### config.mk
export PLATFORM = sky130hd
export DESIGN_NAME = ins_fetch_ctrl
export DESIGN_NICKNAME = d
export VERILOG_FILES = /design/src/rtl/ins_pkg.sv /design/src/rtl/ins_decoder.sv /design/src/rtl/ins_fetch_ctrl.sv
export SDC_FILE = /design/constraint.sdc
export NUM_CORES = 1
export LEC_CHECK = 0
export ABC_CLOCK_PERIOD_IN_PS = 2660
export BUFFER_PORTS_ARGS = -buffer_cell sky130_fd_sc_hd__buf_2
export CORE_MARGIN = 1.5
export CORE_UTILIZATION = 56
export DETAILED_ROUTE_END_ITERATION = 10
export GPL_TIMING_DRIVEN = 0
export PLACE_DENSITY = 0.79
export SLEW_MARGIN = 15
export SYNTH_ARGS = -nofsm -noshare
export SYNTH_HDL_FRONTEND = slang
export SYNTH_SLANG_ARGS = --single-unit
### constraint.sdc
create_clock -name clk -period 2.66 [get_ports clk]
set_clock_uncertainty 0.1 [all_clocks]
set_input_delay 0.266 -clock clk [delete_from_list [all_inputs] [get_ports clk]]
set_output_delay 0.266 -clock clk [all_outputs]
set_load 0.005 [all_outputs]
### src/rtl/ins_pkg.sv
// Shared encodings for the instruction fetch controller and accumulator/ALU block.
package ins_pkg;

  localparam int unsigned INS_W  = 16;
  localparam int unsigned ADDR_W = 12;
  localparam int unsigned OPC_W  = 4;
  localparam int unsigned ALU_W  = 3;

  localparam logic [OPC_W-1:0] OPC_CLA = 4'h0;
  localparam logic [OPC_W-1:0] OPC_COM = 4'h1;
  localparam logic [OPC_W-1:0] OPC_SHR = 4'h2;
  localparam logic [OPC_W-1:0] OPC_CSL = 4'h3;
  localparam logic [OPC_W-1:0] OPC_STP = 4'h4;
  localparam logic [OPC_W-1:0] OPC_ADD = 4'h5;
  localparam logic [OPC_W-1:0] OPC_STA = 4'h6;
  localparam logic [OPC_W-1:0] OPC_LDA = 4'h7;
  localparam logic [OPC_W-1:0] OPC_JMP = 4'h8;
  localparam logic [OPC_W-1:0] OPC_BAN = 4'h9;

  typedef enum logic [ALU_W-1:0] {
    ALU_NOP = 3'd0,
    ALU_CLA = 3'd1,
    ALU_COM = 3'd2,
    ALU_SHR = 3'd3,
    ALU_CSL = 3'd4,
    ALU_ADD = 3'd5,
    ALU_LDA = 3'd6
  } aluop_e;

  typedef enum logic [1:0] {
    ST_FETCH = 2'd0,
    ST_EXEC  = 2'd1,
    ST_HALT  = 2'd2
  } state_e;

endpackage

### src/rtl/ins_decoder.sv
// Opcode decoder: maps IR[15:12] to accumulator op, write enables and flow-control flags.
module ins_decoder
  import ins_pkg::*;
(
  input  logic [OPC_W-1:0] i_opcode,
  output aluop_e           o_alu_op,
  output logic             o_acc_we,
  output logic             o_mem_we,
  output logic             o_is_jmp,
  output logic             o_is_ban,
  output logic             o_is_stp
);

  always_comb begin
    o_alu_op = ALU_NOP;
    o_acc_we = 1'b0;
    o_mem_we = 1'b0;
    o_is_jmp = 1'b0;
    o_is_ban = 1'b0;
    o_is_stp = 1'b0;
    case (i_opcode)
      OPC_CLA: begin o_alu_op = ALU_CLA; o_acc_we = 1'b1; end
      OPC_COM: begin o_alu_op = ALU_COM; o_acc_we = 1'b1; end
      OPC_SHR: begin o_alu_op = ALU_SHR; o_acc_we = 1'b1; end
      OPC_CSL: begin o_alu_op = ALU_CSL; o_acc_we = 1'b1; end
      OPC_ADD: begin o_alu_op = ALU_ADD; o_acc_we = 1'b1; end
      OPC_LDA: begin o_alu_op = ALU_LDA; o_acc_we = 1'b1; end
      OPC_STA: o_mem_we = 1'b1;
      OPC_STP: o_is_stp = 1'b1;
      OPC_JMP: o_is_jmp = 1'b1;
      OPC_BAN: o_is_ban = 1'b1;
      default: ;  // 1010-1111 behave as NOP
    endcase
  end

endmodule

### src/rtl/ins_fetch_ctrl.sv
// Two-cycle fetch/execute controller: owns PC, IR and the FETCH/EXEC/HALT state machine.
module ins_fetch_ctrl
  import ins_pkg::*;
(
  input  logic              clk,
  input  logic              rst_n,
  input  logic [INS_W-1:0]  ins,
  input  logic              accNeg,
  output logic [ADDR_W-1:0] insAd,
  output logic [ALU_W-1:0]  aluOp,
  output logic              accWe,
  output logic [ADDR_W-1:0] memAd,
  output logic              memWe,
  output logic              halted
);

  state_e              r_state, w_state_nxt;
  logic [ADDR_W-1:0]   r_pc, w_pc_nxt;
  logic [ADDR_W-1:0]   r_cur_pc, w_cur_pc_nxt;
  logic [INS_W-1:0]    r_ir, w_ir_nxt;

  aluop_e              w_dec_alu_op;
  logic                w_dec_acc_we;
  logic                w_dec_mem_we;
  logic                w_dec_is_jmp;
  logic                w_dec_is_ban;
  logic                w_dec_is_stp;

  ins_decoder u_dec (
    .i_opcode (r_ir[INS_W-1:ADDR_W]),
    .o_alu_op (w_dec_alu_op),
    .o_acc_we (w_dec_acc_we),
    .o_mem_we (w_dec_mem_we),
    .o_is_jmp (w_dec_is_jmp),
    .o_is_ban (w_dec_is_ban),
    .o_is_stp (w_dec_is_stp)
  );

  // Enables come straight from the async-reset state, so they drop the instant rst_n falls.
  always_ff @(posedge clk or negedge rst_n) begin
    if (!rst_n) begin
      r_state  <= ST_FETCH;
      r_pc     <= '0;
      r_cur_pc <= '0;
      r_ir     <= '0;
    end else begin
      r_state  <= w_state_nxt;
      r_pc     <= w_pc_nxt;
      r_cur_pc <= w_cur_pc_nxt;
      r_ir     <= w_ir_nxt;
    end
  end

  always_comb begin
    w_state_nxt  = r_state;
    w_pc_nxt     = r_pc;
    w_cur_pc_nxt = r_cur_pc;
    w_ir_nxt     = r_ir;
    aluOp        = ALU_NOP;
    accWe        = 1'b0;
    memWe        = 1'b0;
    case (r_state)
      ST_FETCH: begin
        w_ir_nxt     = ins;
        w_cur_pc_nxt = r_pc;
        w_pc_nxt     = r_pc + ADDR_W'(1);
        w_state_nxt  = ST_EXEC;
      end
      ST_EXEC: begin
        aluOp = w_dec_alu_op;
        accWe = w_dec_acc_we;
        memWe = w_dec_mem_we;
        if (w_dec_is_jmp) begin
          w_pc_nxt = r_ir[ADDR_W-1:0];
        end else if (w_dec_is_ban && accNeg) begin
          w_pc_nxt = r_cur_pc + r_ir[ADDR_W-1:0];
        end
        w_state_nxt = w_dec_is_stp ? ST_HALT : ST_FETCH;
      end
      ST_HALT:  w_state_nxt = ST_HALT;
      default:  w_state_nxt = ST_FETCH;
    endcase
  end

  assign insAd  = r_pc;
  assign memAd  = r_ir[ADDR_W-1:0];
  assign halted = (r_state == ST_HALT);

endmodule

==> reports/metrics.yaml, run 1 <==
run_status: "finished, violations left"
violations: "negative hold slack"
drc: 0
synth-seq-cells: 42
syn-num-nets: 324
diodes: 0
cp.arrival_ps: 2550
min_period_over_period: 0.934
start_util: 0.583
min_path_type: "in -> async"
grt_pass1_wl_um: 10800
h-tree-depth: 2
avgSynthCellArea_sq_um: 9.50
switching_share: 0.452
tightest_slew_ps: 929
internal_power_mw: 2.64
place_hpwl_um: 4850
grt.overflow.total: 0
grt_max_degree: 43
synth_area_leader_cell: "dfrtp_1"
end_kind: "flip-flop"
grt_pass1_vias: 2217
rsz0062_at_grt: "no"
path_common_cell: "a21oi_1"
io_buffers: 48
setup_ws_ps: 176
synth_top_area_frac: 0.379
ys.flop_type: "dfrtp_1"
cp_num_buf_inv: 0
routed_wl_um: 6730
cp_data_required_time_ps: 2730
die_area_sq_um: 5380
yosys-top-cells-area: "dfrtp_1 38%, mux2_2 10%, ha_1 5.4%"
timing.final.max_slew_violations: 0
ir_worst_vdd_mv: 0.672
die-width_um: 73.4
grt_use_total: 0.268
synth_edf_count: 0
switchingPower_mw: 2.18
power_frac_seq: 0.268
grt_antenna_before_repair: 0
core_area_sq_um: 4750
power_frac_clock: 0.091
postRouteAntennaNets: 0
cellPowerDensity_nw_per_um2: 1510
pin_count: 49
p_leak_nw: 1.43
firstDrtPassIters: 6
wire_per_inst_um: 16.2
crit_chain: "ha_1, a21o_1, a221o_1, a21oi_1, a21oi_1, nor4_2, o211ai_1"
path_delay_family: "compound AO/OA/AOI/OAI gates"
slowest_delay_ps: 430
syn2layout_area_growth_pct: 15.0
layout.nets: 379
cts_buffer_depth: 2
synth_area_sq_um: 2770
fmax_mhz: 403
synthTopCellsByCount: "42 x dfrtp_1, 25 x mux2_2, 22 x a21oi_1"
cap_violations: 0
post-place-ws_ps: 196
crit_slowest_cell: "dfrtp_1"
cts.sinks: 42
finalSetupViolCount: 0
cts_buffers: 5
tns_ps: 0
cts_resized: 0
vias: 2430
yosys_warnings: 0
critPathKind: "reg -> reg"
crit_path_start_kind: "flip-flop"
yosysUniqueCellTypes: 57
die_h_um: 73.4
root_buffer: "clkbuf_8"
finalCriticalPeriod_ps: 2480
ys_seq_area_frac: 0.379
drive_above_1_share: 0.293
critPathMaxFanout: 6
holdBufCountCts: 0
clk-insertion-delay-late_ps: 300
hold_violations: 2
routabilityCongestion: 0.892
fin_hold_ws_ps: -0.493
initialDrtViolationCount: 177
cts_tree: "built"
synthCells: 292
slew_headroom: 0.381
clk_pin_slew_ps: 90
rows: 25
yosysMostFrequentCell: "dfrtp_1"
vias_per_cell: 5.86
async_flop_share: 1.00
comb_power_share: 0.641
postCtsSetupBuffers: 0
-- cells in the final DEF (no fill, tap or decap), types with 7 or more instances in the layout --
cell type  count
buf_2         51
dfrtp_1       42
mux2_2        25
a21oi_1       22
nor2_1        17
nand2_1       17
ha_1          12
buf_4         12
o21ai_0       11
o22ai_1       10
nand3_1       10
clkbuf_1       9
inv_1          7
nor3_1         7
a31oi_1        7
-- cell type report --
type,count,area (sq um)
Sequential cell,42,1050
Fill cell,422,1570
Timing Repair Buffer,48,240
Clock inverter,1,5.00
Buffer,25,150
Inverter,7,26.3
Clock buffer,7,86.3
Tap cell,67,83.8
Multi-Input combinational cell,218,1550
-- per-layer routing --
layer  GRT usage  routed length [um]  up-vias
met1       0.359                2950     1157
met4      0.0947                  90        0
li1            -                   -     1178
met5           0                   0        -
met2       0.431                3230       88
met3      0.0549                 459        7
-- path summary, 6_finish.rpt --
| kind | from | to | slack (ps) | cells past startpoint |
|---|---|---|---|---|
| worst min register to register | r_cur_pc[10] | r_cur_pc[10] | 400 | 2 |
| max in group asynchronous | rst_n | insAd[7] | 1880 | 1 |
| min in group clk | ins[1] | r_ir[1] | 90 | 3 |
| worst min-delay path | rst_n | r_ir[8] | -0.5 | 1 |
| worst max-delay path | r_ir[6] | insAd[11] | 180 | 7 |
| worst max register to register | r_ir[6] | insAd[11] | 180 | 7 |
-- registers in the layout (all words and copies together) (netlist names) --
name      flops
r_ir         16
insAd        12
r_cur_pc     12
r_state       2
-- power groups by stage --
stage | logic (mW) | clock network, mW | registers (mW)
floorplan | 2.31 | 0 | 1.21
global placement | 2.97 | 0 | 1.28
detailed placement | 3.04 | 0 | 1.30
CTS | 3.07 | 0.447 | 1.29
global route | 3.41 | 0.472 | 1.34
finish | 3.09 | 0.438 | 1.29
-- cells by family after synthesis --
logic type / share of synthesized area
simple gates: 0.182
compound gates: 0.186
flops: 0.379
buf+inv: 0.0636
mux: 0.112
fa+ha+maj: 0.0613
xor+xnor: 0.0158
-- worst reg2reg max path: cells and delay by family (launching register included) --
family	cells	cell delay [ps]
AOI/OAI and AO/OA	5	1160
adders and majority gates	1	380
DFF	1	430
and+or+nand+nor	1	290
-- through the flow --
| step | total power, mW | hold WS [ps] | area (sq um) | util | cells |
|---|---|---|---|---|---|
| after floorplan | 3.52 | -130 | 2770 | - | 292 |
| after global placement | 4.25 | 361 | 3100 | 0.652 | 407 |
| after detailed placement | 4.34 | 363 | 3100 | 0.652 | 407 |
| after CTS | 4.81 | 33.0 | 3190 | 0.671 | 415 |
| after global routing | 5.23 | 72.2 | 3190 | 0.671 | 415 |
| final | 4.83 | -0.493 | 3190 | 0.671 | 415 |
No activity file was read; power rests on OpenSTA's default activity.
==> run 2, diff against run 1 <==
--- a/config.mk
+++ b/config.mk
@@ -6,12 +6,12 @@
 export NUM_CORES = 1
 export LEC_CHECK = 0
 export ABC_CLOCK_PERIOD_IN_PS = 2660
-export BUFFER_PORTS_ARGS = -buffer_cell sky130_fd_sc_hd__buf_2
 export CORE_MARGIN = 1.5
-export CORE_UTILIZATION = 56
+export CORE_UTILIZATION = 35
 export DETAILED_ROUTE_END_ITERATION = 10
+export DONT_BUFFER_PORTS = 1
 export GPL_TIMING_DRIVEN = 0
-export PLACE_DENSITY = 0.79
+export PLACE_DENSITY = 0.48
 export SLEW_MARGIN = 15
 export SYNTH_ARGS = -nofsm -noshare
 export SYNTH_HDL_FRONTEND = slang
==> run 2 against run 1 <==
The flow now finishes without violations. First-iteration DRC count down 16%. Final area down 1.4%. Worst hold slack better by 9.7 ps. Critical path type unchanged. Largest cell class unchanged.
==> reports/metrics.yaml, run 2 (same netlist as run 1, synthesis figures left out) <==
p_leak_nw: 1.30  # -8.9%
finalCriticalPeriod_ps: 2430  # -51.5 ps
die_h_um: 92.0  # +25%
grt_pass1_vias: 2226  # +0.41%
routabilityCongestion: 0.812  # -9.0%
vias_per_cell: 5.42  # -7.4%
postCtsSetupBuffers: 0  # unchanged
end_kind: "flip-flop"
largest_register: "r_ir"
drive_above_1_share: 0.185  # -0.108
h-tree-depth: 2  # unchanged
cts_tree: "built"
clk-insertion-delay-late_ps: 300  # about the same
place_hpwl_um: 5200  # +7.2%
min_path_type: "in -> reg"
min_period_over_period: 0.915  # -0.0194
grt_use_total: 0.180  # -0.0877
cap_violations: 0  # unchanged
power_frac_seq: 0.271  # +0.003
rsz0062_at_grt: "no"
drc: 0  # unchanged
crit_slowest_cell: "nor2_1"
die-width_um: 92.0  # +25%
finalSetupViolCount: 0  # unchanged
switchingPower_mw: 2.15  # -1.4%
rrSetupSlack_ps: 230  # +50 ps
clk_pin_slew_ps: 80  # about the same
comb_power_share: 0.597  # -0.044
syn2layout_area_growth_pct: 13.4
grt_pass1_wl_um: 11700  # +8.6%
firstDrtPassIters: 4  # -2
layout.nets: 339  # -11%
fmax_mhz: 411  # +2.1%
tightest_slew_ps: 640  # -289 ps
cp_data_required_time_ps: 2740  # about the same
crit_path_start_kind: "flip-flop"
critPathKind: "reg -> reg"
slowest_delay_ps: 500  # +70 ps
initialDrtViolationCount: 149  # -16%
fill_cells: 775  # +84%
rows: 32  # +28%
cts_buffer_depth: 2  # unchanged
crit_chain: "buf_2, or3b_4, nor2_1, buf_2, o21ai_0, a22oi_1, o21ai_0"
vias: 2223  # -8.5%
core_area_sq_um: 7690  # +62%
critPathMaxFanout: 10  # +4
pin_count: 49  # unchanged
tns_ps: 0  # unchanged
internal_power_mw: 2.71  # +2.5%
die_area_sq_um: 8470  # +57%
run_status: "finished, final reports clean"
regArea_sq_um: 1050  # unchanged
final_util: 0.409  # -0.262
grt_antenna_before_repair: 0  # unchanged
hold_violations: 0  # -2
largest_reg_flops: 16  # unchanged
fin_total_pwr_mw: 4.86  # +0.74%
multi_input_area_sq_um: 1550  # +0.24%
postRouteAntennaNets: 0  # unchanged
power_frac_clock: 0.132  # +0.041
start_util: 0.361  # -0.223
cts.sinks: 42  # unchanged
wire_per_inst_um: 17.3  # +6.6%
io_buffers: 0  # -100%
root_buffer: "clkbuf_8"
slew_headroom: 0.573  # +0.193
grt_max_degree: 43  # unchanged
cp.arrival_ps: 2510  # -40 ps
grt.overflow.total: 0  # unchanged
switching_share: 0.443  # -0.00957
layout_common_cells: "42 x dfrtp_1, 25 x mux2_2, 21 x a21oi_1, 17 x nor2_1, 17 x nand2_1"
diodes: 0  # unchanged
routed_wl_um: 7080  # +5.3%
timing.final.max_slew_violations: 0  # unchanged
cts_buffers: 5  # unchanged
mostFrequentLayoutCell: "dfrtp_1"
cellPowerDensity_nw_per_um2: 1550  # +2.1%
ir_worst_vdd_mv: 0.574  # -15%
run 2: cell types whose count changed in the layout (fill, tap and decap cells not counted), sizes merged:
cell,change
bufinv,+2
clkbuf,-1
dlygate4sd3,+7
buf,-47
clkinv,-1
run 2: worst max-delay path, delay by kind of cell, from the launching register on:
kind,cells,cell delay (ps)
and+or+nand+nor,2,910
DFF,1,360
buffers and inverters,2,510
AOI/OAI and AO/OA,3,440
run 2: metal layers:
layer,wire (um),part of all wire,track usage,vias up
met5,0,0,0,-
met4,95,0.013,0.0590,0
met3,281,0.040,0.0365,9
met2,3190,0.45,0.275,37
met1,3520,0.50,0.254,1075
li1,-,-,-,1102
run 2: worst paths after layout:
kind                             start     endpoint  depth (start not counted)
max                           r_ir[14]     insAd[3]                          7
min                            ins[14]     r_ir[14]                          1
max reg2reg                   r_ir[14]     insAd[3]                          7
min reg2reg                r_cur_pc[8]  r_cur_pc[8]                          2
max in group asynchronous        rst_n      r_ir[1]                          2
min in group asynchronous        rst_n      r_ir[7]                          2
run 2: area by class of cell:
cell class,instances,share of cell area
flip-flops and latches,42,0.334
plain buffers,25,0.0477
well taps,102,0.0406
multi-input cells,218,0.493
inverters,7,0.00835
clock buffers,6,0.0263
clock inverters,2,0.0191
repair buffers,8,0.0310
run 2: what timing repair did:
item	in CTS	in global routing
setup endpoints to repair	0	1
resized for setup	0	1
hold buffers	5	3
endpoints found under the hold margin	45	3
run 2: metrics by stage:
step                cells  setup slack [ps]  hold WS (ps)  cell area, sq um
finish                410               227          9.26              3150
floorplan             292               474          -130              2770
detailed placement    394               178          -128              2900
global route          410              52.1          1.92              3150
CTS                   407               152         0.976              3110
global placement      394               171          -128              2900
run 2: power by group through the flow:
stage | registers (mW) | logic, mW | clock network (mW)
2_1_floorplan | 1.21 | 2.31 | 0
3_3_place_gp | 1.33 | 2.85 | 0
3_5_place_dp | 1.34 | 2.87 | 0
4_1_cts | 1.32 | 2.91 | 0.662
5_1_grt | 1.38 | 3.27 | 0.684
6_report | 1.32 | 2.90 | 0.642
